<file path="config.mk">
export PLATFORM = sky130hd
export DESIGN_NAME = aes256_cbc_pkcs7_framer
export DESIGN_NICKNAME = d
export VERILOG_FILES = /design/src/rtl/aes256_cbc_pkcs7_framer.sv
export SDC_FILE = /design/constraint.sdc
export NUM_CORES = 1
export LEC_CHECK = 0
export CORE_MARGIN = 2
export CORE_UTILIZATION = 45
export CTS_CLUSTER_SIZE = 8
export DETAILED_ROUTE_END_ITERATION = 12
export GPL_TIMING_DRIVEN = 1
export PLACE_DENSITY = 0.78
export RECOVER_POWER = 50
export SYNTH_ARGS = -nofsm -noshare
export SYNTH_HDL_FRONTEND = slang
export SYNTH_SLANG_ARGS = --single-unit
</file>
<file path="constraint.sdc">
create_clock -name Clk -period 2.17 [get_ports Clk]
set_input_delay 0.651 -clock Clk [delete_from_list [all_inputs] [get_ports Clk]]
set_output_delay 0.651 -clock Clk [all_outputs]
set_load 0.05 [all_outputs]
</file>
<file path="src/rtl/aes256_cbc_pkcs7_framer.sv">
// aes256_cbc_pkcs7_framer: frames key, IV and message bytes for an AES-256 CBC core, adding PKCS#7 padding on encrypt.
// Ports: Clk/Rst (sync, active-high); S_* upstream AXI-Stream byte input (S_tuser = mode, 1=encrypt);
// M_* registered downstream byte output (M_tuser = latched mode, M_tkeep = M_tvalid);
// Len_err pulses one cycle when a decrypt message is not a whole number of 16-byte blocks.
module aes256_cbc_pkcs7_framer #(
  parameter int KEY_BYTES = 32,
  parameter int IV_BYTES  = 16
) (
  input  logic       Clk,
  input  logic       Rst,
  input  logic [7:0] S_tdata,
  input  logic       S_tvalid,
  output logic       S_tready,
  input  logic       S_tlast,
  input  logic       S_tuser,
  output logic [7:0] M_tdata,
  output logic       M_tvalid,
  input  logic       M_tready,
  output logic       M_tlast,
  output logic       M_tuser,
  output logic       M_tkeep,
  output logic       Len_err
);
  typedef enum logic [1:0] {ST_KEY, ST_IV, ST_DATA, ST_PAD} state_t;
  state_t      state_q, state_d;
  logic [15:0] cnt_q, cnt_d;
  logic [3:0]  blk_cnt_q, blk_cnt_d;
  logic [4:0]  pad_val_q, pad_val_d, pad_cnt_q, pad_cnt_d;
  logic        mode_q, mode_d;
  logic [7:0]  m_tdata_q, m_tdata_d;
  logic        m_tvalid_q, m_tvalid_d, m_tlast_q, m_tlast_d, m_tuser_q, m_tuser_d;
  logic        len_err_q, len_err_d;
  logic        out_free, s_acc;
  // The output register can take a new byte when empty or when its byte leaves this cycle.
  assign out_free = !m_tvalid_q || M_tready;
  assign S_tready = !Rst && state_q != ST_PAD && out_free;
  assign s_acc    = S_tvalid && S_tready;
  assign M_tdata  = m_tdata_q;
  assign M_tvalid = m_tvalid_q;
  assign M_tlast  = m_tlast_q;
  assign M_tuser  = m_tuser_q;
  assign M_tkeep  = m_tvalid_q;
  assign Len_err  = len_err_q;
  always_comb begin
    state_d    = state_q;
    cnt_d      = cnt_q;
    blk_cnt_d  = blk_cnt_q;
    pad_val_d  = pad_val_q;
    pad_cnt_d  = pad_cnt_q;
    mode_d     = mode_q;
    m_tdata_d  = m_tdata_q;
    m_tvalid_d = out_free ? 1'b0 : m_tvalid_q;
    m_tlast_d  = m_tlast_q;
    m_tuser_d  = m_tuser_q;
    len_err_d  = 1'b0;
    if (s_acc) begin
      m_tvalid_d = 1'b1;
      m_tdata_d  = S_tdata;
      m_tlast_d  = 1'b0;
      m_tuser_d  = mode_q;
      case (state_q)
        ST_KEY: begin
          // Mode is taken from the first key byte and applies to its own output byte too.
          if (cnt_q == 16'd0) begin
            mode_d    = S_tuser;
            m_tuser_d = S_tuser;
          end
          cnt_d   = (cnt_q == 16'(KEY_BYTES - 1)) ? 16'd0 : cnt_q + 16'd1;
          state_d = (cnt_q == 16'(KEY_BYTES - 1)) ? ST_IV : ST_KEY;
        end
        ST_IV: begin
          cnt_d   = (cnt_q == 16'(IV_BYTES - 1)) ? 16'd0 : cnt_q + 16'd1;
          state_d = (cnt_q == 16'(IV_BYTES - 1)) ? ST_DATA : ST_IV;
        end
        ST_DATA: begin
          blk_cnt_d = blk_cnt_q + 4'd1;
          if (S_tlast) begin
            blk_cnt_d = 4'd0;
            if (mode_q) begin
              // The 4-bit sum wraps to 0 on an aligned message, giving a full 16-byte pad block.
              pad_val_d = 5'd16 - {1'b0, blk_cnt_q + 4'd1};
              pad_cnt_d = 5'd16 - {1'b0, blk_cnt_q + 4'd1};
              state_d   = ST_PAD;
            end else begin
              m_tlast_d = 1'b1;
              len_err_d = blk_cnt_q != 4'hF;
              state_d   = ST_KEY;
            end
          end
        end
        default: ;
      endcase
    end else if (state_q == ST_PAD && out_free) begin
      m_tvalid_d = 1'b1;
      m_tdata_d  = {3'b000, pad_val_q};
      m_tlast_d  = pad_cnt_q == 5'd1;
      m_tuser_d  = mode_q;
      pad_cnt_d  = pad_cnt_q - 5'd1;
      state_d    = (pad_cnt_q == 5'd1) ? ST_KEY : ST_PAD;
    end
  end
  always_ff @(posedge Clk) begin
    if (Rst) begin
      state_q    <= ST_KEY;
      cnt_q      <= '0;
      blk_cnt_q  <= '0;
      pad_val_q  <= '0;
      pad_cnt_q  <= '0;
      mode_q     <= 1'b0;
      m_tdata_q  <= '0;
      m_tvalid_q <= 1'b0;
      m_tlast_q  <= 1'b0;
      m_tuser_q  <= 1'b0;
      len_err_q  <= 1'b0;
    end else begin
      state_q    <= state_d;
      cnt_q      <= cnt_d;
      blk_cnt_q  <= blk_cnt_d;
      pad_val_q  <= pad_val_d;
      pad_cnt_q  <= pad_cnt_d;
      mode_q     <= mode_d;
      m_tdata_q  <= m_tdata_d;
      m_tvalid_q <= m_tvalid_d;
      m_tlast_q  <= m_tlast_d;
      m_tuser_q  <= m_tuser_d;
      len_err_q  <= len_err_d;
    end
  end
endmodule

</file>
==> results of run 1 <==
power breakdown:
group          switching [uW]  leakage (uW)  internal (uW)
registers                13.3      0.000364            841
clock network             277     0.0000585            376
logic                     137      0.000684           99.7
through the flow:
stage	total power, uW	worst slack, ps
2_1_floorplan	1009	20.98
5_1_grt	1808	2.025
3_3_place_gp	1105	-233.7
6_report	1743	58.41
4_1_cts	1760	39.41
3_5_place_dp	1112	-278.6
cells by family (layout without fill, tap and decap cells):
kind of cell | after synthesis | after routing | share of synthesized area (%)
AOI/OAI and AO/OA | 55 | 55 | 15.90
xor gates and xnor gates | 15 | 15 | 5.585
adders and majority gates | 9 | 9 | 4.787
buffers and inverters | 26 | 71 | 4.946
DFF | 45 | 45 | 38.30
muxes | 2 | 2 | 0.8511
and+or+nand+nor | 131 | 131 | 29.63
synth_stat cells, drive strengths merged, types with 2 or more instances:
cell type,n
a21o,4
inv,11
o21ai,5
nand2,22
buf,6
or3,5
nand3,19
and3,3
clkbuf,9
a311oi,3
or4,3
nor3b,2
a211oi,2
a2bb2oi,2
nor4,5
a21oi,20
o22ai,2
or4b,2
dfxtp,45
ha,9
nand2b,5
nor3,13
xnor2,2
a22oi,2
nor2,38
a31oi,4
xor2,13
a222oi,5
nand4,9
mux2i,2
state kept, by name, indices dropped and copies added, names as in the netlist:
signal and count:
Len_err 1, M_tdata 8, M_tkeep 1, M_tlast 1, M_tuser 1, blk_cnt_q 4
cnt_q 16, mode_q 1, pad_cnt_q 5, pad_val_q 5, state_q 2
cell type report:
| cell class | count | share of cell area [%] |
|---|---|---|
| clock buffer | 7 | 2.920 |
| clock inverter | 1 | 1.016 |
| inverter | 11 | 1.397 |
| multi-input combinational | 212 | 45.58 |
| sequential | 45 | 30.47 |
| tap | 70 | 2.962 |
| timing repair buffer | 52 | 15.66 |
worst paths after layout:
kind                     start      endpoint  slack, ps  cells past startpoint
setup / recovery       M_tkeep      M_tvalid         60                      1
hold / removal    pad_val_q[1]  pad_val_q[1]        470                      2
setup reg to reg    state_q[1]  pad_cnt_q[3]        310                      7
hold reg to reg   pad_val_q[1]  pad_val_q[1]        470                      2
layer usage:
metal / global-route usage, % / share of wire [%]
met1: 26.00 / 47
met2: 32.39 / 47
met3: 2.607 / 4.9
met4: 7.091 / 1.4
met5: 0 / 0
repair_timing:
| item | CTS | global route |
|---|---|---|
| endpoints found under the setup margin | 1 | 4 |
| resized for setup | 5 | 2 |
| pin swaps | 1 | 0 |
==> flow_summary_export.csv, run 1 <==
group,metric,value,unit
sta,finalHoldViolCount,0,
route,first_pass_iters,5,
place,dp_hpwl,4045,um
clock_network,clock_tree.buffer_depth,2,
route,viasPerCell,5.676,
sta,post-route-period-util,97.31,%
floorplan,rows,26,
floorplan,dieArea,0.005822,mm2
global_routing,global_route_wire_length_before_repair,9549,um
flow_run,max_cap_viol_count,0,
synth,synth.yosys.seq_area_share,38.30,%
place,placed_cells_incl_taps,390,
sta,maxSlewHeadroom,61.11,%
floorplan,fp.coreArea,0.005075,mm2
synth,synth_largest_type_area_fraction,38.30,%
final_layout,finish.utilization,58.26,%
final_layout,area_delta_synth_final,25.69,%
route,drt_drc_violations_left,0,
global_routing,grt_max_degree,21,
route,drt-initial-drc-count,218,
global_routing,grt_pass1_vias,2098,
worst_setup_path,startpoint_type,"flip-flop",
floorplan,io_pins,28,
global_routing,grt_remaining_overflow,0,
synth,synthArstFlopShare,0,%
synth,synth.area.top_cells,"sky130_fd_sc_hd__dfxtp_1 (38%), sky130_fd_sc_hd__nor2_1 (6.1%), sky130_fd_sc_hd__xor2_1 (4.8%), sky130_fd_sc_hd__ha_1 (4.8%), sky130_fd_sc_hd__a21oi_1 (4.3%)",
final_layout,final-instance-count-excl-fill,398,
synth,netlist_area,0.002352,mm2
final_layout,fraction_of_final_layout_cells_with_drive_strength_greater_than_1,12.50,%
status,status,"complete, no violations",
sta,maxSlewViolCount,0,
clock_network,postCtsHoldBufs,0,
sta,rsz0062_at_grt,"no",
worst_setup_path,worst_path_max_delay_cell,"sky130_fd_sc_hd__clkdlybuf4s50_1",
global_routing,global_routing_usage_summed_across_all_routing_layers,19.53,%
final_layout,layout.cell_area.non_filler,0.002957,mm2
clock_network,cts_max_level,2,
final_layout,mostFrequentLayoutCells,"sky130_fd_sc_hd__dfxtp_1 (45), sky130_fd_sc_hd__nor2_1 (38), sky130_fd_sc_hd__clkdlybuf4s50_1 (22)",
min_path,worst_hold_path_type,"reg2reg",
worst_setup_path,cp_max_fo,4,
sta,timing_worst_slew_pin_value,585.9,ps
pwr,cellPowerDensity,589.7,mW/mm2
pwr,worst_vdd_drop,0.2912,mV
sta,setup-tns-final,0,ps
worst_setup_path,top_cell_family_by_delay_on_the_critical_path,"buffers and inverters",
final_layout,multi_input_comb_area,0.001348,mm2
global_routing,antenna_found_initial,0,
synth,ys_seq_elements,45,
place,dpl_cell_area,0.002848,mm2
sta,maxClockFrequency,0.4736,GHz
clock_network,cts_buffers,5,
route,detail-route-antenna-nets,0,
final_layout,finish.net_count,350,
clock_network,tritoncts_num_sinks,45,
floorplan,die_y,76.30,um
route,wl,5692,um
worst_setup_path,slowest_delay,810,ps
synth,synth_warn,0,
synth,netlist.top_cell.by_area,"sky130_fd_sc_hd__dfxtp_1",
floorplan,chipWidth,76.30,um
place,placement.io_buffers,27,
route,average_wire_per_standard_cell,14.30,um
final_layout,mostFrequentLayoutCell,"sky130_fd_sc_hd__dfxtp_1",
worst_setup_path,critPathArrivalTime,1460,ps
clock_network,clock_tree_from_tritoncts,"yes",
place,place_congestion,0.8259,
final_layout,number_of_diodes,0,
route,detailroute.via_count,2259,
worst_setup_path,worst-endpoint-required,1520,ps
clock_network,clk_pin_slew_worst_paths,90,ps
worst_setup_path,timing.critical_path.buf_inv,1,
synth,synth.lib_cells_used.distinct,50,
sta,finalSetupViolations,0,
synth,number_of_enable_flip_flop_cells_after_synthesis,0,
clock_network,clock-root-buffer,"sky130_fd_sc_hd__clkbuf_8",
worst_setup_path,cp_cell_sequence,"clkdlybuf4s50_1",
floorplan,starting_density,46.35,%
sta,finClkSkew,7.938,ps
synth,avgSynthCellArea,8.312,um2
pwr,leakage_power,0.001106,uW
sta,min_period,2112,ps
synth,dominantRegCellSynth,"sky130_fd_sc_hd__dfxtp_1",
final_layout,nFillCells,488,
sta,final.hold.worst_slack,465.9,ps
synth,netlist_instances,283,
clock_network,clock_latency,290,ps
final_layout,seqCellArea,900.9,um2
worst_setup_path,timing_worst_setup_path_type,"reg2out",
worst_setup_path,end_kind,"output port",
synth,postSynthNetCount,306,
clock_network,cts.repair_timing.setup_buffer_count,0,
(Power assumes the default switching activity.)
==> run 2, diff against run 1 <==
--- a/config.mk
+++ b/config.mk
@@ -12,6 +12,7 @@
 export GPL_TIMING_DRIVEN = 1
 export PLACE_DENSITY = 0.78
 export RECOVER_POWER = 50
+export REMOVE_ABC_BUFFERS = 1
 export SYNTH_ARGS = -nofsm -noshare
 export SYNTH_HDL_FRONTEND = slang
 export SYNTH_SLANG_ARGS = --single-unit
==> flow_summary_export.csv, run 2 (synthesis results as in run 1) <==
group,metric,value,unit
sta,finalHoldViolCount,0,
clock_network,cts_max_level,2,
clock_network,clock-root-buffer,"sky130_fd_sc_hd__clkbuf_8",
pwr,power_switching,424.1,uW
final_layout,nFillCells,489,
worst_setup_path,rrSetupSlack,210,ps
place,dpl_cell_area,0.002813,mm2
global_routing,grt_pass1_vias,2094,
route,average_wire_per_standard_cell,14.48,um
clock_network,clock_tree.buffer_depth,2,
sta,min_period,2118,ps
clock_network,tritoncts_num_sinks,45,
pwr,power.internal,1269,uW
place,dp_hpwl,4061,um
worst_setup_path,cp_max_fo,8,
floorplan,starting_density,46.35,%
worst_setup_path,startpoint_type,"input pin",
final_layout,fraction_of_final_layout_cells_with_drive_strength_greater_than_1,11.08,%
final_layout,mostFrequentLayoutCells,"sky130_fd_sc_hd__dfxtp_1 (45), sky130_fd_sc_hd__nor2_1 (38), sky130_fd_sc_hd__nand2_1 (22), sky130_fd_sc_hd__clkdlybuf4s50_1 (22), sky130_fd_sc_hd__a21oi_1 (20)",
route,first_pass_iters,4,
worst_setup_path,end_kind,"flip-flop",
global_routing,global_route_wire_length_before_repair,9915,um
global_routing,grt_remaining_overflow,0,
route,drt_drc_violations_left,0,
pwr,combPwrFrac,13.5,%
clock_network,postCtsHoldBufs,0,
floorplan,io_pins,28,
status,status,"complete, no violations",
sta,finalSetupViolations,0,
route,drt-initial-drc-count,187,
floorplan,dieArea,0.005822,mm2
sta,maxSlewViolCount,0,
flow_run,max_cap_viol_count,0,
route,wl,5719,um
final_layout,finish.net_count,348,
worst_setup_path,critPathArrivalTime,2300,ps
place,placement.io_buffers,27,
sta,finClkSkew,10.30,ps
pwr,fin_total_pwr,1693,uW
final_layout,registers.top_by_ff_count,"cnt_q",
final_layout,mostFrequentLayoutCell,"sky130_fd_sc_hd__dfxtp_1",
final_layout,layout.cell_area.non_filler,0.002902,mm2
pwr,power_switching_share,25.05,%
worst_setup_path,worst-endpoint-required,2350,ps
final_layout,area_delta_synth_final,23.35,%
sta,timing_worst_slew_pin_value,589.1,ps
route,viasPerCell,5.671,
pwr,cellPowerDensity,583.5,mW/mm2
clock_network,cts_buffers,5,
sta,maxClockFrequency,0.4721,GHz
pwr,seq_power_share,50.4,%
pwr,worst_vdd_drop,0.3852,mV
clock_network,clock_tree_from_tritoncts,"yes",
clock_network,clk_pin_slew_worst_paths,80,ps
final_layout,number_of_flip_flops_in_the_largest_register,16,
pwr,clockPowerShare,36.0,%
route,detail-route-antenna-nets,0,
worst_setup_path,timing_worst_setup_path_type,"in2reg",
global_routing,antenna_found_initial,0,
route,detailroute.via_count,2240,
pwr,leakage_power,0.001064,uW
floorplan,rows,26,
sta,maxSlewHeadroom,60.90,%
place,place_congestion,0.8374,
floorplan,die_y,76.30,um
floorplan,chipWidth,76.30,um
final_layout,number_of_diodes,0,
global_routing,grt_max_degree,30,
floorplan,fp.coreArea,0.005075,mm2
global_routing,global_routing_usage_summed_across_all_routing_layers,20.67,%
sta,post-route-period-util,97.62,%
sta,rsz0062_at_grt,"no",
clock_network,clock_latency,300,ps
min_path,worst_hold_path_type,"reg2reg",
[run 2: metrics by stage]
step	util [%]	setup TNS [ps]	std cells	setup WS, ps	hold WS (ps)
final	57.17	0	395	51.71	466.9
after global routing	57.17	0	395	2.384	489.0
after CTS	57.69	0	395	47.00	468.1
after detailed placement	55.42	-7815	388	-294.4	452.5
after global placement	55.42	-6316	388	-322.4	447.6
after floorplan	-	-3737	268	-600.5	429.8
[run 2: critical path, stage by stage]
cell,delay [ps]
sky130_fd_sc_hd__clkdlybuf4s50_1,540
sky130_fd_sc_hd__nand2b_2,130
sky130_fd_sc_hd__buf_4,170
sky130_fd_sc_hd__nor4_4,230
sky130_fd_sc_hd__buf_4,200
sky130_fd_sc_hd__nand3_1,80
sky130_fd_sc_hd__xor2_1,200
sky130_fd_sc_hd__nor2_1,90
[run 2: area by class of cell]
class | instances | area, um2 | area share (%)
Tap cell | 70 | 87.58 | 3.019
Sequential cell | 45 | 900.9 | 31.05
Clock inverter | 2 | 35.03 | 1.207
Timing Repair Buffer | 50 | 415.4 | 14.32
Clock buffer | 5 | 68.82 | 2.372
Multi-Input combinational cell | 212 | 1353 | 46.62
Inverter | 11 | 41.29 | 1.423
[run 2: power by group through the flow]
stage / Sequential (uW) / Clock, uW / Combinational (uW)
after detailed placement: 873 / 0 / 229
after CTS: 854 / 625 / 231
after global placement: 873 / 0 / 228
after global routing: 857 / 663 / 247
after floorplan: 913 / 0 / 80.0
final: 854 / 610 / 229
[run 2: final timing paths]
check / endpoint / from / depth (start not counted)
hold / removal: pad_val_q[1] / pad_val_q[1] / 2
setup reg to reg: pad_cnt_q[1] / state_q[0] / 8
setup / recovery: cnt_q[14] / S_tvalid / 8
hold reg to reg: pad_val_q[1] / pad_val_q[1] / 2
[run 2: routing by layer]
metal  share of wire, %  global-route usage [%]  vias to the layer above
li1                   -                       -                     1106
met1                 46                   27.97                     1057
met2                 47                   32.83                       62
met3                4.9                   3.555                       15
met4                2.6                   8.182                        0
met5                  0                       0                        -
[run 2: repair_timing]
action / 4_1_cts / 5_1_grt
cloned: 0 / 0
pin swaps: 1 / 0
buffers inserted: 1 / 0
endpoints found under the hold margin: 0 / 0
resized for setup: 5 / 2
endpoints found under the setup margin: 3 / 3
==> run 3, diff against run 2 <==
--- a/config.mk
+++ b/config.mk
@@ -5,11 +5,11 @@
 export SDC_FILE = /design/constraint.sdc
 export NUM_CORES = 1
 export LEC_CHECK = 0
+export CAP_MARGIN = 25
 export CORE_MARGIN = 2
 export CORE_UTILIZATION = 45
 export CTS_CLUSTER_SIZE = 8
 export DETAILED_ROUTE_END_ITERATION = 12
-export GPL_TIMING_DRIVEN = 1
 export PLACE_DENSITY = 0.78
 export RECOVER_POWER = 50
 export REMOVE_ABC_BUFFERS = 1
==> results of run 3 <==
No change in the layout: final DEF, timing and power equal those of run 2.
